$ cat src/rtl/lsu_pkg.sv
// Shared types and constants for the load/store unit: FSM state encoding,
// access-size codes and per-size byte-lane masks.
package lsu_pkg;

   typedef enum logic [2:0] {
      ST_IDLE  = 3'd0,
      ST_REQ0  = 3'd1,
      ST_WAIT0 = 3'd2,
      ST_REQ1  = 3'd3,
      ST_WAIT1 = 3'd4,
      ST_RESP  = 3'd5
   } lsu_state_t;

   localparam logic [1:0] SZ_B = 2'b00;
   localparam logic [1:0] SZ_H = 2'b01;
   localparam logic [1:0] SZ_W = 2'b10;

   localparam logic [3:0] MASK_B = 4'b0001;
   localparam logic [3:0] MASK_H = 4'b0011;
   localparam logic [3:0] MASK_W = 4'b1111;

   // Size code 11 behaves exactly like a word access.
   function automatic logic [1:0] norm_size(input logic [1:0] size);
      return (size == 2'b11) ? SZ_W : size;
   endfunction

   // Unshifted byte-lane mask for a (normalised) access size.
   function automatic logic [3:0] lane_mask(input logic [1:0] size);
      logic [3:0] m;
      case (size)
         SZ_B:    m = MASK_B;
         SZ_H:    m = MASK_H;
         default: m = MASK_W;
      endcase
      return m;
   endfunction

endpackage

$ cat src/rtl/lsu_align.sv
// Byte-lane alignment for the LSU (purely combinational).
// Store side: positions the lane mask and store data into an 8-lane /
// 64-bit window starting at the byte offset; lanes 3:0 belong to the first
// bus word, lanes 7:4 to the following word.
// Load side: shifts the two captured bus words down by the offset, trims
// to the access size and sign- or zero-extends.
module lsu_align
   import lsu_pkg::*;
(
   input  logic [1:0]  off,
   input  logic [1:0]  size,
   input  logic        is_signed,
   input  logic [31:0] wdata,
   input  logic [31:0] buf0,
   input  logic [31:0] buf1,
   output logic [7:0]  be_win,
   output logic [63:0] wdata_win,
   output logic [31:0] load_result
);

   logic [5:0]  bit_off;
   logic [31:0] wdata_trim;
   logic [31:0] rd_win;

   assign bit_off = {1'b0, off, 3'b000};

   // Store window: trim data to the access size, then shift mask and data.
   always_comb begin
      wdata_trim = wdata;
      case (size)
         SZ_B:    wdata_trim = {24'h000000, wdata[7:0]};
         SZ_H:    wdata_trim = {16'h0000, wdata[15:0]};
         default: wdata_trim = wdata;
      endcase
      be_win    = {4'b0000, lane_mask(size)} << off;
      wdata_win = {32'h00000000, wdata_trim} << bit_off;
   end

   // Load extraction: only the low 32 bits of the shifted pair can matter.
   always_comb begin
      rd_win = 32'({buf1, buf0} >> bit_off);
      case (size)
         SZ_B:    load_result = {{24{is_signed & rd_win[7]}}, rd_win[7:0]};
         SZ_H:    load_result = {{16{is_signed & rd_win[15]}}, rd_win[15:0]};
         default: load_result = rd_win;
      endcase
   end

endmodule

$ cat src/rtl/lsu_dmem_ctrl.sv
// Load/store unit in front of a word-organised data memory.
// Captures one command at a time, runs request/grant (and read-valid for
// loads) on the bus, and returns an extended load value with a one-cycle
// rsp_valid pulse. stall is high whenever the unit is not idle.
// Optional feature macro LSU_MISALIGN_SPLIT_EN: when defined, accesses that
// cross a word boundary are split into two bus accesses; when undefined,
// naturally misaligned halves/words fault without touching the bus.
module lsu_dmem_ctrl
   import lsu_pkg::*;
#(
   parameter int ADDR_W = 32,
   parameter int XLEN   = 32
) (
   input  logic              clk,
   input  logic              reset,
   input  logic              req_valid,
   output logic              req_ready,
   input  logic              mem_rw,
   input  logic [1:0]        access_size,
   input  logic              is_signed,
   input  logic [ADDR_W-1:0] addr,
   input  logic [XLEN-1:0]   wdata,
   output logic              rsp_valid,
   output logic [XLEN-1:0]   rdata,
   output logic              misaligned,
   output logic              stall,
   output logic              dmem_req,
   output logic              dmem_we,
   output logic [ADDR_W-1:0] dmem_addr,
   output logic [3:0]        dmem_be,
   output logic [XLEN-1:0]   dmem_wdata,
   input  logic              dmem_gnt,
   input  logic              dmem_rvalid,
   input  logic [XLEN-1:0]   dmem_rdata
);

   // Handshakes: the core command transfers on req_valid && req_ready
   // (req_ready is high only in IDLE). A bus access transfers on
   // dmem_req && dmem_gnt, with dmem_addr/be/we/wdata held stable until
   // then; each granted read returns exactly one dmem_rvalid, accepted only
   // while waiting for it. gnt/rvalid seen in any other state are ignored.

   lsu_state_t        state;

   logic              cmd_rw;
   logic              cmd_signed;
   logic              cmd_split;
   logic [1:0]        cmd_size;
   logic [1:0]        cmd_off;
   logic [ADDR_W-1:0] cmd_waddr;
   logic [3:0]        be_hi;
   logic [31:0]       wd_hi;
   logic [31:0]       buf0;
   logic [31:0]       buf1;

   logic [1:0]        in_size;
   logic              in_fault;
   logic              in_split;
   logic              al_idle;
   logic [1:0]        al_off;
   logic [1:0]        al_size;
   logic [31:0]       buf0_nx;
   logic [31:0]       buf1_nx;
   logic [7:0]        be_win;
   logic [63:0]       wdata_win;
   logic [31:0]       load_result;

   assign in_size = norm_size(access_size);

   // In IDLE the aligner looks at the incoming command so the first bus
   // access can be registered on the accept edge; afterwards it looks at
   // the captured command and the lane buffers.
   assign al_idle = (state == ST_IDLE);
   assign al_off  = al_idle ? addr[1:0] : cmd_off;
   assign al_size = al_idle ? in_size   : cmd_size;

   // Buffer values including a read word arriving this cycle, so the load
   // result can be registered on the same edge that ends the last wait.
   assign buf0_nx = (state == ST_WAIT0 && dmem_rvalid) ? dmem_rdata : buf0;
   assign buf1_nx = (state == ST_WAIT1 && dmem_rvalid) ? dmem_rdata : buf1;

`ifdef LSU_MISALIGN_SPLIT_EN
   assign in_fault = 1'b0;
   assign in_split = |be_win[7:4];
`else
   assign in_fault = ((in_size == SZ_H) && addr[0]) ||
                     ((in_size == SZ_W) && (addr[1:0] != 2'b00));
   assign in_split = 1'b0;
`endif

   lsu_align u_align (
      .off         (al_off),
      .size        (al_size),
      .is_signed   (cmd_signed),
      .wdata       (wdata),
      .buf0        (buf0_nx),
      .buf1        (buf1_nx),
      .be_win      (be_win),
      .wdata_win   (wdata_win),
      .load_result (load_result)
   );

   // Control FSM with registered bus and response outputs.
   always_ff @(posedge clk) begin
      if (reset) begin
         state      <= ST_IDLE;
         req_ready  <= 1'b1;
         stall      <= 1'b0;
         rsp_valid  <= 1'b0;
         rdata      <= '0;
         misaligned <= 1'b0;
         dmem_req   <= 1'b0;
         dmem_we    <= 1'b0;
         dmem_addr  <= '0;
         dmem_be    <= '0;
         dmem_wdata <= '0;
         cmd_rw     <= 1'b0;
         cmd_signed <= 1'b0;
         cmd_split  <= 1'b0;
         cmd_size   <= SZ_B;
         cmd_off    <= 2'b00;
         cmd_waddr  <= '0;
         be_hi      <= '0;
         wd_hi      <= '0;
         buf0       <= '0;
         buf1       <= '0;
      end else begin
         case (state)
            ST_IDLE: begin
               if (req_valid) begin
                  cmd_rw     <= mem_rw;
                  cmd_signed <= is_signed;
                  cmd_size   <= in_size;
                  cmd_off    <= addr[1:0];
                  cmd_waddr  <= {addr[ADDR_W-1:2], 2'b00};
                  cmd_split  <= in_split;
                  be_hi      <= be_win[7:4];
                  wd_hi      <= mem_rw ? wdata_win[63:32] : 32'h0;
                  buf0       <= '0;
                  buf1       <= '0;
                  req_ready  <= 1'b0;
                  stall      <= 1'b1;
                  if (in_fault) begin
                     state      <= ST_RESP;
                     rsp_valid  <= 1'b1;
                     misaligned <= 1'b1;
                     rdata      <= '0;
                  end else begin
                     state      <= ST_REQ0;
                     dmem_req   <= 1'b1;
                     dmem_we    <= mem_rw;
                     dmem_addr  <= {addr[ADDR_W-1:2], 2'b00};
                     dmem_be    <= be_win[3:0];
                     dmem_wdata <= mem_rw ? wdata_win[31:0] : 32'h0;
                  end
               end
            end

            ST_REQ0, ST_REQ1: begin
               if (dmem_gnt) begin
                  dmem_req <= 1'b0;
                  if (!cmd_rw) begin
                     state <= (state == ST_REQ0) ? ST_WAIT0 : ST_WAIT1;
                  end else if (state == ST_REQ0 && cmd_split) begin
                     state      <= ST_REQ1;
                     dmem_req   <= 1'b1;
                     dmem_addr  <= cmd_waddr + ADDR_W'(4);
                     dmem_be    <= be_hi;
                     dmem_wdata <= wd_hi;
                  end else begin
                     state     <= ST_RESP;
                     rsp_valid <= 1'b1;
                     rdata     <= '0;
                  end
               end
            end

            ST_WAIT0, ST_WAIT1: begin
               buf0 <= buf0_nx;
               buf1 <= buf1_nx;
               if (dmem_rvalid) begin
                  if (state == ST_WAIT0 && cmd_split) begin
                     state      <= ST_REQ1;
                     dmem_req   <= 1'b1;
                     dmem_addr  <= cmd_waddr + ADDR_W'(4);
                     dmem_be    <= be_hi;
                     dmem_wdata <= '0;
                  end else begin
                     state     <= ST_RESP;
                     rsp_valid <= 1'b1;
                     rdata     <= load_result;
                  end
               end
            end

            ST_RESP: begin
               state      <= ST_IDLE;
               rsp_valid  <= 1'b0;
               misaligned <= 1'b0;
               rdata      <= '0;
               req_ready  <= 1'b1;
               stall      <= 1'b0;
            end

            default: begin
               state     <= ST_IDLE;
               dmem_req  <= 1'b0;
               rsp_valid <= 1'b0;
               req_ready <= 1'b1;
               stall     <= 1'b0;
            end
         endcase
      end
   end

endmodule

$ cat config.mk
export PLATFORM = sky130hd
export DESIGN_NAME = lsu_dmem_ctrl
export DESIGN_NICKNAME = d
export VERILOG_FILES = /design/src/rtl/lsu_pkg.sv /design/src/rtl/lsu_align.sv /design/src/rtl/lsu_dmem_ctrl.sv
export SDC_FILE = /design/constraint.sdc
export NUM_CORES = 1
export LEC_CHECK = 0
export ABC_AREA = 1
export CORE_MARGIN = 3
export CORE_UTILIZATION = 56
export CTS_BUF_LIST = sky130_fd_sc_hd__clkbuf_8
export DETAILED_ROUTE_END_ITERATION = 8
export PLACE_DENSITY = 0.92
export SKIP_LAST_GASP = 1
export SLEW_MARGIN = 10
export SYNTH_ARGS = -nofsm -noshare
export SYNTH_HDL_FRONTEND = slang
export SYNTH_SLANG_ARGS = --single-unit
$ cat constraint.sdc
create_clock -name clk -period 2.73 [get_ports clk]
set_input_delay 0.4095 -clock clk [delete_from_list [all_inputs] [get_ports clk]]
set_output_delay 0.4095 -clock clk [all_outputs]
set_load 0.03 [all_outputs]
==> results.sh <==
export IMPL_status="finished, final reports clean"
export IMPL_crit_fanout=16
export IMPL_dp_hpwl_um=21300
export IMPL_fin_cells=1715
export IMPL_cp_required_ns=3.06
export IMPL_syn_inst=1352
export IMPL_tritoncts="yes"
export IMPL_timing_rr_end="rdata[12]"
export IMPL_ys_types=33
export IMPL_globalRouteMet3Util_pct=10.8
export IMPL_cts_resized=0
export IMPL_die_w_um=130
export IMPL_synth_edff_count=0
export IMPL_ant_nets=0
export IMPL_clock_sinks=169
export IMPL_max_slew_worst_pin_slew_ns=1.02
export IMPL_diodes=0
export IMPL_reg2reg_from="state[2]"
export IMPL_post_cts_buffers=0
export IMPL_start_kind="flop"
export IMPL_final_cell_mix="469 x nand2_1, 207 x clkdlybuf4s50_1, 169 x dfxtp_1"
export IMPL_grt_use_met2_pct=54.3
export IMPL_seqPwrFrac_pct=28.3
export IMPL_vias_per_cell=5.80
export IMPL_placed_cells_incl_taps=1683
export IMPL_min_to="dmem_wdata[8]"
export IMPL_rsz0062_at_grt="no"
export IMPL_clock_skew_ns=0.00939
export IMPL_met1_usage_pct=41.7
export IMPL_max_slew_margin_pct=32.0
export IMPL_grt_pass1_vias=9300
export IMPL_syn_to_final_growth_pct=29.1
export IMPL_setup_viol=0
export IMPL_swShare_pct=49.8
export IMPL_die_area_mm2=0.0170
export IMPL_wl_per_cell_um=17.2
export IMPL_final_max_slew_violation_count=0
export IMPL_hold_depth=2
export IMPL_vias=9947
export IMPL_post_route_min_period_ns=2.49
export IMPL_layout_commonest_cell="nand2_1"
export IMPL_drc=0
export IMPL_cts_max_level=4
export IMPL_clk_pin_slew_worst_paths_ns=0.10
export IMPL_leakage_nw=4.50
export IMPL_worstSetupStartpoint="state[2]"
export IMPL_busiest_layer="met2"
export IMPL_worstHoldStart="reset"
export IMPL_synth_main_ff_cell="dfxtp_1"
export IMPL_period_share_pct=91.3
export IMPL_cp_arrival_ns=2.82
export IMPL_synth_area_per_cell_um2=6.40
export IMPL_r2r_slack_ns=0.24
export IMPL_fin_nets=1623
export IMPL_portBuffers=208
export IMPL_fin_setup_tns_ns=0
export IMPL_antenna_found_initial=0
export IMPL_wl_um=29400
export IMPL_p_int_mw=5.37
export IMPL_r2r_cells=11
export IMPL_pre_cts_ws_ns=0.200
export IMPL_maxCapViolations=0
export IMPL_drt_initial_drc_count=1323
export IMPL_synthesis_area_mm2=0.00865
export IMPL_p_switching_mw=5.33
export IMPL_vdd_drop_max_mv=0.782
export IMPL_ys_seq_area_share_pct=39.1
export IMPL_first_pass_iters=7
export IMPL_hold_buffers=0
export IMPL_timing_fmax_mhz=401
export IMPL_fp_row_count=44
export IMPL_start_util_pct=58.4
export IMPL_grt_usage_pct=34.0
export IMPL_cts_buffers=17
export IMPL_layout_setup_ws_ns=0.238
export IMPL_synthArstFlopShare_pct=0
export IMPL_clock_latency_ns=0.48
export IMPL_grt_pass1_wl_um=45700
export IMPL_gr_total_overflow=0
export IMPL_power_density_mw_per_mm2=957
export IMPL_fp_coreArea_mm2=0.0148
export IMPL_place_congestion=0.974
export IMPL_critPathCaptureType="flop"
export IMPL_die_y_um=130
export IMPL_power_frac_comb_pct=56.2
export IMPL_final_hold_viol_count=0
export IMPL_grt_max_degree=65
export IMPL_hold_slack_ns=0.338
export IMPL_drive_gt1_share_pct=6.53
export IMPL_cts_root_buffer="clkbuf_8"
export IMPL_clkPwrFrac_pct=15.5
export IMPL_hp_class="in -> reg"
export IMPL_ios=211
export IMPL_fill_cells=1170
export IMPL_cts_buffer_depth=2
export IMPL_ys_seq_elements=169
export IMPL_critPathKind="reg -> reg"
export IMPL_synth_warnings=0
[synthesized netlist by cell type (7+ instances only)]
cell type	count	share of area, %
a21oi_1	160	9.3
buf_1	8	0.35
buf_2	42	2.4
buf_4	7	0.61
clkbuf_1	39	1.7
dfxtp_1	169	39
inv_1	77	3.3
nand2_1	469	20
nand2_2	9	0.65
nand3_1	96	5.6
nand4_1	43	3.1
nor2_1	99	4.3
nor3_1	12	0.69
o2111ai_1	12	1.2
o21ai_0	72	4.2
o21ai_1	8	0.46
[final cells by class]
| cell class | count | area [um2] | area share (%) |
|---|---|---|---|
| Tap cell | 184 | 230 | 2.06 |
| Inverter | 82 | 308 | 2.76 |
| Clock inverter | 15 | 121 | 1.09 |
| Sequential cell | 169 | 3380 | 30.3 |
| Timing Repair Buffer | 245 | 2380 | 21.3 |
| Multi-Input combinational cell | 1003 | 4510 | 40.4 |
| Clock buffer | 17 | 234 | 2.09 |
[per-stage QoR]
stage	instance area [um2]	power [mW]	util, %
after CTS	11200	10.6	75.4
final	11200	10.7	75.4
after detailed placement	10800	8.91	73.0
after global placement	10800	8.85	73.0
after global routing	11200	11.3	75.4
after floorplan	8660	6.98	-
[power groups by stage]
stage	sequential (mW)	combinational, mW	clock, mW
after floorplan	3.56	3.42	0
after global placement	3.06	5.80	0
after detailed placement	3.07	5.84	0
after CTS	3.02	5.87	1.66
after global routing	3.06	6.51	1.77
final	3.03	6.01	1.66
[critical path, stage by stage, from the launching register on]
cell,delay [ns]
dfxtp_1,0.38
nor2_4,0.31
nand2_2,0.19
nand2_1,0.14
nand2_2,0.23
nor2_1,0.44
buf_4,0.23
a21oi_1,0.08
nand3_1,0.12
nand2_1,0.06
nand2_1,0.07
a21oi_1,0.07
[worst max path at each step]
stage,endpoint,cells after the start,slack (ns)
floorplan,rdata[21],14,0.95
global placement,dmem_wdata[22],10,0.25
detailed placement,dmem_wdata[21],10,0.20
CTS,rdata[12],11,0.30
global route,dmem_wdata[31],8,0.12
finish,rdata[12],11,0.24
[sequential cells by signal, indices dropped and copies added (netlist names), 3 cells and up]
signal and flops:
dmem_be 4, rdata 32, state 3, buf0 32, buf1 24, dmem_wdata 32
dmem_addr 30
[layer usage]
layer	vias to the layer above	share of wire (%)	wire length (um)
li1	4746	-	-
met1	4529	38	11300
met2	566	47	13700
met3	106	11	3090
met4	0	4.5	1330
met5	-	0	0
[cells by family (layout without fill, tap and decap cells)]
family          after synthesis  count (layout)  share of synthesized area, %
buf+inv                     181             359                          9.02
compound gates              259             259                          15.7
simple gates                741             741                          36.0
other cells                   1               2                        0.0433
xor+xnor                      1               1                         0.101
flops                       169             169                          39.1
Note: power is estimated with default switching activity, not from simulation.
